File: src/rtl/maxpool_2x2_stream.sv
// maxpool_2x2_stream: streaming 2x2/stride-2 signed max-pool over a raster IMG_W x IMG_H frame.
// Define MAXPOOL_LAST_EN to add the out_last end-of-frame marker port.
module maxpool_2x2_stream #(
  parameter int RESULT = 10,
  parameter int IMG_W  = 26,
  parameter int IMG_H  = 26
) (
  input  logic                     clk,
  input  logic                     rst_n,
  input  logic                     in_valid,
  output logic                     in_ready,
  input  logic signed [RESULT-1:0] d_in,
  output logic                     out_valid,
  input  logic                     out_ready,
  output logic signed [RESULT-1:0] d_out,
`ifdef MAXPOOL_LAST_EN
  output logic                     out_last,
`endif
  output logic                     frame_done
);
  localparam int CW = $clog2(IMG_W);
  localparam int RW = $clog2(IMG_H);
  localparam int LN = IMG_W / 2;
  localparam int LW = (LN > 1) ? $clog2(LN) : 1;

  if ((IMG_W % 2) != 0 || (IMG_H % 2) != 0) begin : g_odd
    $error("maxpool_2x2_stream: IMG_W and IMG_H must be even");
  end

  logic [CW-1:0]            r_col;
  logic [RW-1:0]            r_row;
  logic signed [RESULT-1:0] r_hold;
  logic signed [RESULT-1:0] r_lb [LN];
  logic                     r_last;
  logic                     w_acc, w_done, w_col_end;
  logic [LW-1:0]            w_idx;
  logic signed [RESULT-1:0] w_other, w_max;

  assign w_done    = r_row[0] && r_col[0];
  assign w_col_end = (r_col == CW'(IMG_W - 1));
  // only a window-completing pixel has to wait for the output register
  assign in_ready  = !(out_valid && !out_ready) || !w_done;
  assign w_acc     = in_valid && in_ready;
  assign w_idx     = LW'(r_col >> 1);
  assign w_other   = r_col[0] ? r_hold : r_lb[w_idx];
  assign w_max     = (w_other > d_in) ? w_other : d_in;
  assign frame_done = out_valid && out_ready && r_last;
`ifdef MAXPOOL_LAST_EN
  assign out_last  = out_valid && r_last;
`endif

  always_ff @(posedge clk or negedge rst_n) begin
    if (!rst_n) begin
      r_col     <= '0;
      r_row     <= '0;
      r_hold    <= '0;
      r_last    <= 1'b0;
      out_valid <= 1'b0;
      d_out     <= '0;
    end else begin
      if (w_acc) begin
        r_col <= w_col_end ? '0 : r_col + 1'b1;
        if (w_col_end) r_row <= (r_row == RW'(IMG_H - 1)) ? '0 : r_row + 1'b1;
        if (!r_col[0]) r_hold <= r_row[0] ? w_max : d_in;
      end
      if (w_acc && w_done) begin
        d_out     <= w_max;
        out_valid <= 1'b1;
        r_last    <= w_col_end && (r_row == RW'(IMG_H - 1));
      end else if (out_ready) begin
        out_valid <= 1'b0;
      end
    end
  end

  // line buffer is always written on row-even before row-odd reads it
  always_ff @(posedge clk) begin
    if (w_acc && !r_row[0] && r_col[0]) r_lb[w_idx] <= w_max;
  end
endmodule

File: config.mk
export PLATFORM = sky130hd
export DESIGN_NAME = maxpool_2x2_stream
export DESIGN_NICKNAME = d
export VERILOG_FILES = /design/src/rtl/maxpool_2x2_stream.sv
export SDC_FILE = /design/constraint.sdc
export NUM_CORES = 1
export LEC_CHECK = 0
export BUFFER_PORTS_ARGS = -buffer_cell sky130_fd_sc_hd__buf_2
export CAP_MARGIN = 10
export CORE_UTILIZATION = 33
export CTS_CLUSTER_SIZE = 14
export DETAILED_ROUTE_END_ITERATION = 8
export GPL_ROUTABILITY_DRIVEN = 1
export GPL_TIMING_DRIVEN = 0
export PLACE_DENSITY = 0.56
export REMOVE_ABC_BUFFERS = 1
export SLEW_MARGIN = 20
export SYNTH_ARGS = -nofsm -noshare
export SYNTH_HDL_FRONTEND = slang
export SYNTH_SLANG_ARGS = --single-unit
File: constraint.sdc
create_clock -name clk -period 8 [get_ports clk]
set_input_delay 1.2 -clock clk [delete_from_list [all_inputs] [get_ports clk]]
set_output_delay 1.2 -clock clk [all_outputs]
set_load 0.05 [all_outputs]
# [Word level (Yosys, flattened, before mapping)]
# Memory sizes are Yosys's and may differ from the RTL's.
# Cells that the tools add are included.
[word_totals] output_inout_bits=13 mem_count=1 in_bits=14 regBits=32 ramBits=130
[mem_list] memory="r_lb" depth=13 word_bits=10 read_ports=1 rd_clocked_by_memory_dff=0 wr=1 line="33" rtl="logic signed [RESULT-1:0] r_lb [LN];"
[op_classes] n_eq_ne=2 n_mux=9 addsub=2 reduce_logical=17 n_lt_le_gt_ge=1 bitwise=1
[op_table] cell="10-bit two-way mux" n=3
[op_table] cell="5-bit by 1-bit adder with 5-bit output (second input constant)" n=2
[op_table] cell="5-bit == test (second input constant)" n=2
[op_table] cell="10-bit > comparator" n=1
[op_table] cell="5-bit two-way mux" n=2
[op_table] cell="1-bit logical AND" n=9
[op_table] cell="1-bit zero test" n=4
[op_table] cell="1-bit two-way mux" n=4
[op_table] cell="2-bit AND reduction" n=2
[op_table] cell="2-bit nonzero test" n=1
[op_table] cell="1-bit logical OR" n=1
[op_table] cell="1-bit inverter" n=1

# [Logic depth before layout (Yosys ltp)]
[logic_depth] word_depth=9 ltp_mapped=14 mapped_depth_nobuf=9

# [Least setup slack after synthesis]
# No wires, ideal clock.
[synth_timing] path_kind="register -> register" startpoint="register r_col[1]" endpoint="memory r_lb[0][1] (data pin)" path_slack_ns=4.789 arrival_ns=2.902 path_stages_with_launch=13 path_buffers=4 setup_ns=0.309 path_cell_list="dfrtp_1 -> buf_6 -> buf_6 -> mux4_1 -> o221ai_1 -> a21oi_1 -> ha_1 -> and4_1 -> a221o_1 -> buf_2 -> buf_1 -> nand3_1 -> nand2_1"
[synth_via] elab_chain_len=4
[synth_lines] item="from (decl)" line="30" rtl="logic [CW-1:0] r_col;"
[synth_lines] item="from (signal assigned)" line="62" rtl="r_col <= w_col_end ? '0 : r_col + 1'b1;"
[synth_lines] item="memory 13 x 10 bit *"
[synth_lines] item="10-bit two-way mux *" line="45" rtl="assign w_other = r_col[0] ? r_hold : r_lb[w_idx];"
[synth_lines] item="10-bit > comparator" line="46" rtl="assign w_max = (w_other > d_in) ? w_other : d_in;"
[synth_lines] item="10-bit two-way mux *" line="46"
[synth_lines] item="net w_max[1]" line="37" rtl="logic signed [RESULT-1:0] w_other, w_max;"
[synth_lines] item="to (decl)" line="33"
# The timed path passes the listed nets; every way through them passes the cells marked *.

# [Final worst setup path]
[layout_timing] startpoint="register r_col[1]" endpoint="memory r_lb[12][7] (data pin)"
# Same word-level chain as after synthesis.

==> metrics.txt <==
status finished clean; RePlAce Congestion 0.7738; worst skew pair latency 0.42 ns; Iteration-0 DRC Markers around 280; layout cells sized above 1 15.87%; first-pass GRT wire length 23.49 mm; Avg Vias per Cell 5.256; most frequent cells in the layout 130 x edfxtp_1, 31 x nor2_1, 29 x dfrtp_1, 28 x nand2_1, 28 x o21ai_0; sequential element share of the synthesized area between 60 and 70%; Critical Path RT approximately 8.2 ns; Final Net Count 539; commonest non-fill, non-tap cell in the layout edfxtp_1; CTS tree done; Max FO, Critical Path 22; critical path, cell by cell buf_12, mux4_1, o221ai_1, a21oi_1, ha_1, a21oi_1, o211ai_1, a221oi_2, buf_4, o21ai_0, nand2_1; Final Setup Violations 0; diode count 0; drt drc 0; largest net degree at the start of global routing 34; Worst-path clk slew about 0.060 ns; hold crit path type flop to flop; number of global-route vias before repair 4231; synthesized instance count 492; CP dominant cell by count a21oi_1; RSZ-0062 raised after global routing false; Worst Path Arrival 4.41 ns; CTS max path bufs 2; CTS Buf Count 17; CP max-delay cell dfrtp_2; Max Fclk 235.3 MHz; clock period minus worst slack 4.250 ns; part of the cycle the worst path needs 53.13%; Remaining Overflow, GRT 0; post-route cell area ~8200 µm²; CP Capture Type flop; ys flop type edfxtp_1; # IOs 27; fin. max-slew vios 0; per-cell routed wire length 18.40 µm; Netlist cell types 52; synthesized flop and latch total about 160; Crit Path Class flop to flop; placed cell area 7644 µm²; EDFF count, synth 130; gr usage total between 10% and 20%; initial antenna violation count 0; post-synth design cell area 7249 µm²; Routed WL 14.68 mm; Final ANT Viol Nets 0; CTS sink count between 150 and 200; # Max-Cap Violations 0; Layout area overhead 12.60%; P per Cell Area between 400 and 500 nW/µm²; die width approximately 150 µm; Hold Worst Slack ~0.5 ns; via count 4194; Die ar. 22560 µm²; Lkg Pwr 2.871 nW; Placeable Area 21290 µm²; number of post-CTS setup repair buffers 0; Detail Placement HPWL about 10 mm; Setup TNS Final 0 ns; # port buffers 26; asr flop ratio synth 19.75%; Max-Slew Margin vs Limit 30.25%; Synth Warn # 0; worst slew pin tran roughly 1.0 ns; Post-Synthesis Mean Instance Area 14.73 µm²; Hold Vio Cnt, Final 0; CTS root buf clkbuf_16; Hold-fix buffers, CTS 0; FP Rows 53; drt pass-1 iters 5; post-cts resize count 0; VDD IR-drop max 0.1706 mV; Critical Path Max Stage Delay 0.65 ns; Post-Route Skew 0.01224 ns; crit start category flop; Die Height between 150 and 200 µm; initial core utilization 34.06%; CTS H-tree depth 4
## sequential cells by signal (all words and copies together) (netlist names)
register	count
d_out	10
r_col	5
r_lb	130
out_valid	1
r_last	1
r_hold	10
r_row	5
## stage by stage
step	instances	total power [mW]	worst slack [ns]	util [%]
after floorplan	459	2.216	3.572	-
after global placement	760	2.555	1.882	35.33
after detailed placement	767	2.644	3.651	35.91
after CTS	798	3.366	3.609	38.33
after global routing	798	3.546	3.479	38.35
final	798	3.347	3.750	38.35
## Yosys cell counts (all sizes together) (2+ instances only)
master  number  area share (%)
mux2         2            0.31
ha          14             2.4
nand3       25             1.7
nand2b      20             1.7
and4         2            0.24
o221ai       9             1.1
o21ai       28             1.9
clkbuf      14            0.95
and2         2            0.17
nor2        32             1.7
or3          7            0.60
nor3         6            0.41
buf         19             1.9
a31oi       21             1.8
o211ai       3            0.38
o31ai        4            0.60
mux2i        2            0.28
o32a         2            0.28
mux4        29              10
dfrtp       32              11
a21oi       22             1.5
inv         18            0.97
and3         2            0.17
edfxtp     130              54
a21o         2            0.21
nand4        3            0.26
nand2       28             1.4
## area by class of cell
class | count | area (µm²)
fill | 1958 | 13120
sequential | 162 | 4708
multi-input combinational | 279 | 2310
clock buffer | 18 | 429.2
tap | 275 | 344.1
timing repair buffer | 33 | 215.2
clock inverter | 13 | 86.33
inverter | 18 | 70.07
## power by group
group / internal (mW) / switching (mW)
Sequential: 1.30 / 0.128
Combinational: 0.386 / 0.817
Clock: 0.394 / 0.326
Total: 2.08 / 1.27
## worst paths after layout
check,startpoint,depth (start not counted),end,slack (ns)
worst max-delay path,r_col[1],11,r_lb[12][7],3.75
worst min-delay path,r_last,2,r_last,0.49
worst max register to register,r_col[1],11,r_lb[12][7],3.75
worst min register to register,r_last,2,r_last,0.49
max in group asynchronous,rst_n,1,r_col[1],6.59
min in group asynchronous,rst_n,1,out_valid,0.85
## kinds of logic (layout without fill, tap and decap cells)
group	after synthesis	count (layout)	synth area share [%]
DFF	162	162	64.89
and+or+nand+nor	135	135	9.303
AOI/OAI and AO/OA	97	97	8.768
buffers and inverters	51	82	3.780
muxes	33	33	10.84
adders and majority gates	14	14	2.416
## metal layers
| metal | global-route usage [%] | part of all wire, % | routed length [µm] |
|---|---|---|---|
| met1 | 18.07 | 46 | 6700 |
| met2 | 23.08 | 48 | 7101 |
| met5 | 0 | 0 | 0 |
| met3 | 3.697 | 4.6 | 673 |
| met4 | 4.949 | 1.4 | 207 |
## worst max-delay path: cells and delay by family (launching register included)
family | cells | cell delay (ns)
fa+ha+maj | 1 | 0.35
simple gates | 1 | 0.41
mux | 1 | 0.64
buf+inv | 2 | 0.54
flops | 1 | 0.65
compound gates | 6 | 1.38
(Power assumes the default switching activity.)
